## config.mk

```make
export PLATFORM = sky130hd
export DESIGN_NAME = stepper_multi_axis
export DESIGN_NICKNAME = d
export VERILOG_FILES = /design/src/rtl/stepper_multi_axis.sv
export SDC_FILE = /design/constraint.sdc
export NUM_CORES = 1
export LEC_CHECK = 0
export ABC_AREA = 1
export BUFFER_PORTS_ARGS = -buffer_cell sky130_fd_sc_hd__buf_2
export CORE_MARGIN = 5
export CORE_UTILIZATION = 60
export DETAILED_ROUTE_END_ITERATION = 6
export GPL_ROUTABILITY_DRIVEN = 0
export GPL_TIMING_DRIVEN = 1
export PLACE_DENSITY = 0.93
export SETUP_SLACK_MARGIN = 0.2
export SLEW_MARGIN = 40
export SYNTH_ARGS = -nofsm -noshare
export SYNTH_HDL_FRONTEND = slang
export SYNTH_SLANG_ARGS = --single-unit
```

## constraint.sdc

```tcl
create_clock -name CLOCK_50 -period 2.9 [get_ports CLOCK_50]
set_input_delay 0.29 -clock CLOCK_50 [delete_from_list [all_inputs] [get_ports CLOCK_50]]
set_output_delay 0.29 -clock CLOCK_50 [all_outputs]
set_load 0.02 [all_outputs]
```

## src/rtl/stepper_multi_axis.sv

```systemverilog
// stepper_multi_axis: multi-channel step/direction generator for A4988-class drivers.
//
// Each channel takes a move command (direction, step count, half-period) over a
// valid/ready handshake. It drives DIR, waits DIR_SETUP cycles, emits the requested
// number of STEP pulses (high for half cycles, low for half cycles) and then strobes
// done for one cycle. Channels are fully independent and share only clock and reset.
//
// Ports (all per-channel vectors are NUM_CH wide, bit i = channel i):
//   CLOCK_50   system clock
//   reset      synchronous, active-high reset
//   cmd_valid  command valid
//   cmd_ready  command ready (high in IDLE, low during reset)
//   cmd_dir    requested direction, 1 = CW
//   cmd_steps  step counts, channel i at [i*COUNT_W +: COUNT_W]
//   cmd_half   half-periods in cycles, channel i at [i*HALF_W +: HALF_W] (0 acts as 1)
//   abort      level-sensitive abort request
//   dir        driver DIR pin
//   step       driver STEP pin (registered)
//   en_n       driver ENABLE pin, active-low
//   busy       channel executing a move
//   done       one-cycle strobe on normal completion
module stepper_multi_axis #(
  parameter int unsigned NUM_CH    = 3,
  parameter int unsigned COUNT_W   = 16,
  parameter int unsigned HALF_W    = 20,
  parameter int unsigned DIR_SETUP = 50
) (
  input  logic                      CLOCK_50,
  input  logic                      reset,
  input  logic [NUM_CH-1:0]         cmd_valid,
  output logic [NUM_CH-1:0]         cmd_ready,
  input  logic [NUM_CH-1:0]         cmd_dir,
  input  logic [NUM_CH*COUNT_W-1:0] cmd_steps,
  input  logic [NUM_CH*HALF_W-1:0]  cmd_half,
  input  logic [NUM_CH-1:0]         abort,
  output logic [NUM_CH-1:0]         dir,
  output logic [NUM_CH-1:0]         step,
  output logic [NUM_CH-1:0]         en_n,
  output logic [NUM_CH-1:0]         busy,
  output logic [NUM_CH-1:0]         done
);

  localparam int unsigned SetupW = $clog2(DIR_SETUP) + 1;
  localparam int unsigned TimerW = (HALF_W > SetupW) ? HALF_W : SetupW;

  typedef enum logic [1:0] {
    StIdle,
    StSetup,
    StHigh,
    StLow
  } state_e;

  for (genvar gi = 0; gi < NUM_CH; gi++) begin : g_ch
    state_e              state_q, state_d;
    logic [COUNT_W-1:0]  remaining_q, remaining_d;
    logic [HALF_W-1:0]   half_q, half_d;
    logic [TimerW-1:0]   timer_q, timer_d;
    logic                dir_q, dir_d;
    logic                step_q;
    logic                done_q, done_d;
    logic                abort_pend_q, abort_pend_d;

    logic [COUNT_W-1:0]  steps_in;
    logic [HALF_W-1:0]   half_in;
    logic [HALF_W-1:0]   half_eff;
    logic [TimerW-1:0]   half_reload;
    logic                accept;
    logic                timer_zero;

    assign steps_in    = cmd_steps[gi*COUNT_W +: COUNT_W];
    assign half_in     = cmd_half[gi*HALF_W +: HALF_W];
    assign half_eff    = (half_in == '0) ? HALF_W'(1) : half_in;
    // half_q is never 0, so the reload never underflows.
    assign half_reload = TimerW'(half_q - HALF_W'(1));
    assign accept      = cmd_valid[gi] & cmd_ready[gi];
    assign timer_zero  = (timer_q == '0);

    always_comb begin
      state_d      = state_q;
      remaining_d  = remaining_q;
      half_d       = half_q;
      timer_d      = timer_q;
      dir_d        = dir_q;
      done_d       = 1'b0;
      abort_pend_d = abort_pend_q;
      unique case (state_q)
        StIdle: begin
          abort_pend_d = 1'b0;
          if (accept) begin
            half_d      = half_eff;
            remaining_d = steps_in;
            if (steps_in == '0) begin
              // Empty move: acknowledge without touching DIR.
              done_d = 1'b1;
            end else begin
              state_d = StSetup;
              dir_d   = cmd_dir[gi];
              timer_d = TimerW'(DIR_SETUP - 1);
            end
          end
        end
        StSetup: begin
          if (abort[gi]) begin
            state_d = StIdle;
          end else if (timer_zero) begin
            state_d = StHigh;
            timer_d = half_reload;
          end else begin
            timer_d = timer_q - TimerW'(1);
          end
        end
        StHigh: begin
          // Abort is remembered so the current high phase finishes without a runt.
          if (abort[gi]) abort_pend_d = 1'b1;
          if (timer_zero) begin
            if (abort_pend_q || abort[gi]) begin
              state_d = StIdle;
            end else begin
              state_d = StLow;
              timer_d = half_reload;
            end
          end else begin
            timer_d = timer_q - TimerW'(1);
          end
        end
        StLow: begin
          // Completion takes priority over an abort arriving on the last timeout.
          if (timer_zero && (remaining_q == COUNT_W'(1))) begin
            state_d = StIdle;
            done_d  = 1'b1;
          end else if (abort[gi]) begin
            state_d = StIdle;
          end else if (timer_zero) begin
            remaining_d = remaining_q - COUNT_W'(1);
            state_d     = StHigh;
            timer_d     = half_reload;
          end else begin
            timer_d = timer_q - TimerW'(1);
          end
        end
        default: state_d = StIdle;
      endcase
    end

    always_ff @(posedge CLOCK_50) begin
      if (reset) begin
        state_q      <= StIdle;
        remaining_q  <= '0;
        half_q       <= HALF_W'(1);
        timer_q      <= '0;
        dir_q        <= 1'b0;
        step_q       <= 1'b0;
        done_q       <= 1'b0;
        abort_pend_q <= 1'b0;
      end else begin
        state_q      <= state_d;
        remaining_q  <= remaining_d;
        half_q       <= half_d;
        timer_q      <= timer_d;
        dir_q        <= dir_d;
        step_q       <= (state_d == StHigh);
        done_q       <= done_d;
        abort_pend_q <= abort_pend_d;
      end
    end

    assign cmd_ready[gi] = (state_q == StIdle) & ~reset;
    assign busy[gi]      = (state_q != StIdle);
    assign en_n[gi]      = (state_q == StIdle);
    assign dir[gi]       = dir_q;
    assign step[gi]      = step_q;
    assign done[gi]      = done_q;
  end

endmodule

```

==> impl_metrics.ini, run 1 <==
[timing]
timing_hold_violations_final = 0
finClkSkew_ns = 0.0108
fin_crit_ns = 2.54
final-setup-viol-count = 0
setup_ws_ns = 0.362
finalMaxSlewViolations = 0
worst_pin_slew_ns = 0.798
grt_setup_unrepaired = false
tns_ns = 0
slew_headroom = 0.468
max_freq_ghz = 0.394
min_period_over_period = 0.875

[clock_tree]
htree_levels = 4
clockRootBuffer = clkbuf_16
clock_latency_ns = 0.44
cts_sinks = 186
clkTransAtPathRegs_ns = 0.07
clk_path_buf_depth = 2
cts_made_buffers = 17
cts_tree = built

[critical_path]
worst-path-max-fanout = 17
worstPathRequired_ns = 3.24
crit_path_end_kind = flop
path_class = flop to flop
arrival_ns = 2.88
cp-start-kind = flop
critPathBufInv = 2
r2r_slack_ns = 0.36
rr_worst_depth = 12
critPathTopFamily = simple AND/OR/NAND/NOR gates
path_cells = nor2_1 -> nand3_1 -> nor2_4 -> buf_12 -> nand3_4 -> buf_4 -> nor2_2 -> nand2_1 -> nand3_2 -> nor2_4 -> nand3_1 -> a21oi_1
r2r_start = g_ch[1].timer_q[9]
slowest_delay_ns = 0.44
cpMaxStageDelayCell = nor2_4
r2r-end = g_ch[1].timer_q[9]

[synthesis]
syn_area_um2 = 11800
synth_nets = 1963
synth_fa_ha_area_frac = 0.0223
netlist_instances = 1823
yosys_warnings = 0
yosysSeqAreaShare = 0.317
syn_avg_cell_area_um2 = 6.45
ys_seq_elements = 186
synthDistinctLibCells = 59
synthArstFlopShare = 0
ys.flop_type = dfxtp_1
synth_mux_area_frac = 0
synth-xor-area-share = 0.0156
synth_top_family_by_area = simple AND/OR/NAND/NOR gates
synth_edf_count = 0
synth-simple-area-share = 0.360
synth-compound-area-share = 0.170

[min_path]
whs_endpoint = g_ch[0].half_q[12]
min_from = cmd_half[12]
holdCritPathClass = input pin to flop
holdPathStages = 3

[floorplanning]
io-pin-count = 137
die_area_um2 = 22500
coreArea_um2 = 19400
rows = 51
dieWidth_um = 150
die_h_um = 150
start_util = 0.606

[grt]
grt_pass1_vias = 11700
grt_max_degree = 68
grt_pass1_wl_mm = 54.0
grt_overflow_total = 0
antenna_found_initial = 1
grtUsageTotal = 0.289

[run_status]
status = completed

[placement]
dp_slack_ns = 0.251
port_buffers = 136
dp_hpwl_mm = 23.8

[detailed_routing]
drc = 0
drt_iter0_markers = 1591
vias_per_cell = 5.84
routed_wl_mm = 33.6
first_pass_iters = 6
num_vias = 12900
postRouteAntennaNets = 0
wl_per_cell_um = 15.2

[cells_and_area]
antenna_cells = 0
nets = 2073
syn2layout_area_growth_pct = 12.9
drive_gt1_frac = 0.157

[power]
leakage_nw = 6.12
p_per_area_nw_per_um2 = 978
ir_worst_vdd_uv = 820

[job]
max_cap_viol_count = 0
stage by stage:
| step | utilization | hold slack [ns] | instances | cell area [um2] | total power [W] |
|---|---|---|---|---|---|
| after floorplan | - | 0.400 | 1823 | 11800 | 0.00887 |
| after global placement | 0.645 | 0.445 | 2163 | 12500 | 0.00990 |
| after detailed placement | 0.645 | 0.448 | 2163 | 12500 | 0.0101 |
| after CTS | 0.677 | 0.0543 | 2196 | 13100 | 0.0126 |
| final | 0.684 | 0.0636 | 2211 | 13300 | 0.0130 |
| after global routing | 0.684 | 0.0667 | 2211 | 13300 | 0.0140 |
worst register-to-register path: cells and delay by family, from the launching register on:
kind | cells | cell delay (ns)
buffers and inverters | 2 | 0.38
AOI/OAI and AO/OA | 1 | 0.23
and+or+nand+nor | 9 | 1.44
DFF | 1 | 0.39
cells by family after synthesis:
kind of cell               count (synthesis)
and+or+nand+nor                          930
AOI/OAI and AO/OA                        342
buffers and inverters                    323
DFF                                      186
xor gates and xnor gates                  21
adders and majority gates                 21
Yosys cell counts, types with 2 or more instances:
cell	count	area (um2)
nand3_1	150	751
buf_2	19	95.1
o21ai_2	9	78.8
or2_2	2	12.5
o21ai_0	92	460
inv_2	25	93.8
nor3_2	2	20.0
buf_1	6	22.5
ha_1	21	263
a211oi_1	25	188
nand3_4	2	35.0
nand3b_1	3	22.5
clkbuf_1	35	131
inv_1	211	792
nor2_2	13	81.3
nor3_1	6	30.0
o31ai_1	18	135
and2_1	3	18.8
xor2_1	15	131
o21bai_2	3	33.8
nor4_1	13	81.3
dfxtp_1	186	3720
o21ai_1	22	110
xnor2_1	6	52.6
nor2_1	219	822
nor2_4	16	180
a21oi_1	131	656
a32oi_1	3	26.3
nand2_2	7	43.8
buf_6	7	78.8
nand2_1	414	1550
nand4_1	61	382
nand3_2	5	50.1
o211ai_1	5	37.5
or2_1	3	18.8
o21bai_1	13	97.6
nor2_8	3	60.1
buf_4	19	143
a31oi_1	10	62.6
per-layer routing:
layer | GRT usage | part of all wire | vias to the layer above | wire length (um)
li1 | - | - | 6200 | -
met1 | 0.370 | 0.40 | 5786 | 13400
met2 | 0.481 | 0.47 | 801 | 15700
met3 | 0.0515 | 0.096 | 132 | 3240
met4 | 0.122 | 0.038 | 2 | 1270
met5 | 0 | 0.00039 | - | 13
cell type report:
type	instances	area, um2
clock buffers	18	439
clock inverters	14	183
repair buffers	175	1000
multi-input cells	1316	6710
fillers	1502	6120
flip-flops and latches	186	3720
inverters	237	890
well taps	265	332
flip-flops by register name, indices dropped and copies added (netlist names):
| name | flops |
|---|---|
| g_ch.remaining_q | 48 |
| g_ch.timer_q | 60 |
| g_ch.done_q | 3 |
| g_ch.state_q | 6 |
| g_ch.dir_q | 3 |
| g_ch.abort_pend_q | 3 |
| g_ch.step_q | 3 |
| g_ch.half_q | 60 |
report_power, final:
part           internal [W]  switching, W  total (W)
Sequential          0.00290      0.000243    0.00315
Combinational       0.00229       0.00508    0.00736
Clock               0.00140       0.00108    0.00248
worst max-delay path by stage:
stage | from | endpoint | slack (ns) | depth (start not counted)
after floorplan | g_ch[0].state_q[1] | g_ch[0].timer_q[16] | 0.33 | 15
after global placement | g_ch[2].timer_q[16] | g_ch[2].timer_q[5] | 0.33 | 11
after detailed placement | g_ch[2].timer_q[16] | g_ch[2].timer_q[5] | 0.25 | 11
after CTS | g_ch[2].timer_q[16] | g_ch[2].timer_q[5] | 0.23 | 11
after global routing | g_ch[2].timer_q[6] | g_ch[2].timer_q[16] | 0.19 | 14
final | g_ch[1].timer_q[9] | g_ch[1].timer_q[9] | 0.36 | 12
layout by cell type, fill, tap and decap left out, types with 6 or more instances in the layout:
cell type,Yosys,final
inv_2,25,26
o21ai_0,92,92
dfxtp_1,186,186
ha_1,21,21
a21oi_1,131,131
nor2_4,16,17
nor2_2,13,15
o21bai_1,13,13
inv_1,211,210
o21ai_1,22,22
o21ai_2,9,9
buf_2,19,135
o31ai_1,18,18
a31oi_1,10,10
nor4_1,13,13
clkbuf_16,0,17
nand4_1,61,61
nor2_1,219,218
nand3_1,150,150
nor3_1,6,6
nand2_2,7,7
buf_4,19,38
xor2_1,15,15
a211oi_1,25,25
nand2_1,414,414
xnor2_1,6,6
what timing repair did:
action                     4_1_cts  5_1_grt
resized for setup                0        4
setup endpoints to repair        1       43
setup buffers                    0       14
hold endpoints to repair         0        0
pin swaps                        1        7
hold buffers                     0        0
gates cloned                     1        1
(Power assumes the default switching activity.)
==> run 2: changes to the inputs <==
--- a/config.mk
+++ b/config.mk
@@ -12,7 +12,7 @@
 export DETAILED_ROUTE_END_ITERATION = 6
 export GPL_ROUTABILITY_DRIVEN = 0
 export GPL_TIMING_DRIVEN = 1
-export PLACE_DENSITY = 0.93
+export PLACE_DENSITY = 0.83
 export SETUP_SLACK_MARGIN = 0.2
 export SLEW_MARGIN = 40
 export SYNTH_ARGS = -nofsm -noshare
==> constraint.sdc (replaced) <==
create_clock -name CLOCK_50 -period 2.9 [get_ports CLOCK_50]
set_input_delay 0.145 -clock CLOCK_50 [delete_from_list [all_inputs] [get_ports CLOCK_50]]
set_output_delay 0.145 -clock CLOCK_50 [all_outputs]
set_load 0.02 [all_outputs]
==> impl_metrics.ini, run 2 (same netlist as run 1, synthesis figures left out) <==
[run_status]
status = complete, but fails checks
violations = DRC

[timing]
fin_crit_ns = 2.50
grt_setup_unrepaired = false
tns_ns = 0
worst_pin_slew_ns = 0.725
finalMaxSlewViolations = 0
finClkSkew_ns = 0.0116
slew_headroom = 0.517
setup_ws_ns = 0.395
max_freq_ghz = 0.399
min_period_over_period = 0.864
timing_hold_violations_final = 0
final-setup-viol-count = 0

[clock_tree]
cts_sinks = 186
clk_path_buf_depth = 2
clock_latency_ns = 0.44
cts_tree = built
clkTransAtPathRegs_ns = 0.07
cts_made_buffers = 17
htree_levels = 4
clockRootBuffer = clkbuf_16

[critical_path]
arrival_ns = 2.79
cp-start-kind = flop
cpMaxStageDelayCell = dfxtp_1
slowest_delay_ns = 0.32
path_class = flop to flop
crit_top_cell = nand2_1
worstPathRequired_ns = 3.18
path_cells = nor2_1 -> nand2_1 -> nor2_4 -> nand3_4 -> o21ai_2 -> inv_2 -> ha_1 -> nand3_1 -> nor2_1 -> nand2_1 -> clkinv_1 -> nand2_1 -> nand2_1 -> nand3_1 -> a21oi_1
crit_path_end_kind = flop
critPathTopFamily = simple AND/OR/NAND/NOR gates
worst-path-max-fanout = 15
critPathBufInv = 2

[power]
ir_worst_vdd_uv = 791
leakage_nw = 6.31
switchingPower_w = 0.00623
combPwrFrac = 0.564
p_int_w = 0.00653
share_seq_of_total_power = 0.247
p_per_area_nw_per_um2 = 929
p_total_w = 0.0128
p_sw_frac = 0.488
p_clk_frac = 0.189

[cells_and_area]
nets = 2121
seqCellArea_um2 = 3720
top_regs = g_ch.half_q: 60 flops, g_ch.timer_q: 60 flops, g_ch.remaining_q: 48 flops
multiInputGateArea_um2 = 6680
fillers = 1652
layout_commonest_cell = nand2_1
antenna_cells = 0
final_cell_mix = 414 x nand2_1, 219 x nor2_1, 210 x inv_1
drive_gt1_frac = 0.149
syn2layout_area_growth_pct = 16.8

[detailed_routing]
postRouteAntennaNets = 0
drc = 2
drt_iter0_markers = 1302
vias_per_cell = 5.59
wl_per_cell_um = 14.7
first_pass_iters = 7
num_vias = 12600
routed_wl_mm = 33.2

[grt]
grt_overflow_total = 0
met3_usage = 0.0521
met1_usage = 0.375
grt_busiest_layer = met2
grtUsageTotal = 0.293
grt_max_degree = 65
grt_pass1_vias = 11700
antenna_found_initial = 0
grt_pass1_wl_mm = 54.5
met2_usage = 0.496

[placement]
port_buffers = 136
dp_hpwl_mm = 23.4
dp_slack_ns = 0.328

[floorplanning]
start_util = 0.606
die_h_um = 150
io-pin-count = 137
rows = 51
coreArea_um2 = 19400
dieWidth_um = 150
die_area_um2 = 22500

[job]
max_cap_viol_count = 0

[min_path]
holdCritPathClass = input pin to flop
-- run 2: cell types whose count changed in the layout (fill, tap and decap cells not counted), sizes merged --
cell | before | now
clkinvlp | 2 | 3
inv | 242 | 239
dlygate4sd3 | 0 | 54
clkinv | 4 | 5
nor2 | 253 | 251
buf | 175 | 171
-- run 2: cell type report --
cell class,count,area share
inverter,237,0.0648
sequential,186,0.271
timing repair buffer,225,0.110
multi-input combinational,1314,0.487
clock inverter,13,0.0121
tap,265,0.0241
clock buffer,18,0.0312
-- run 2: layer usage --
layer  wire (um)  share of wire
met5           0              0
met4        1060          0.032
met3        2250          0.068
met2       15700           0.47
met1       14100           0.43
-- run 2: tightest hold or removal path: cells and delay by family --
family / cells / cell delay (ns)
AO/OA/AOI/OAI: 1 / 0.14
buffers and inverters: 2 / 0.11
-- run 2: what timing repair did --
| item | 4_1_cts | 5_1_grt |
|---|---|---|
| hold buffers | 54 | 0 |
| setup buffers | 0 | 8 |
| endpoints found under the setup margin | 0 | 24 |
| endpoints found under the hold margin | 53 | 0 |
| resized for setup | 0 | 1 |
-- run 2: power by group through the flow --
stage	registers, W	clock network (W)	logic (W)
final	0.00315	0.00241	0.00720
after global routing	0.00318	0.00253	0.00806
after CTS	0.00314	0.00243	0.00705
after detailed placement	0.00319	0	0.00691
after global placement	0.00318	0	0.00677
after floorplan	0.00313	0	0.00574
-- run 2: path summary, 6_finish.rpt --
kind / startpoint / to / slack (ns) / cells after the start
worst min register to register: g_ch[1].half_q[17] / g_ch[1].half_q[17] / 0.46 / 2
worst max-delay path: g_ch[2].timer_q[6] / g_ch[2].timer_q[16] / 0.40 / 15
worst max register to register: g_ch[2].timer_q[6] / g_ch[2].timer_q[16] / 0.40 / 15
worst min-delay path: cmd_half[34] / g_ch[1].half_q[14] / 0.003 / 3
-- run 2: per-stage QoR --
stage | hold slack [ns] | utilization | std cells | instance area [um2]
6_report | 0.00295 | 0.708 | 2258 | 13700
5_1_grt | 0.00388 | 0.708 | 2258 | 13700
4_1_cts | 0.000189 | 0.703 | 2250 | 13600
3_5_place_dp | 0.367 | 0.645 | 2165 | 12500
3_3_place_gp | 0.357 | 0.645 | 2165 | 12500
2_1_floorplan | 0.255 | - | 1823 | 11800
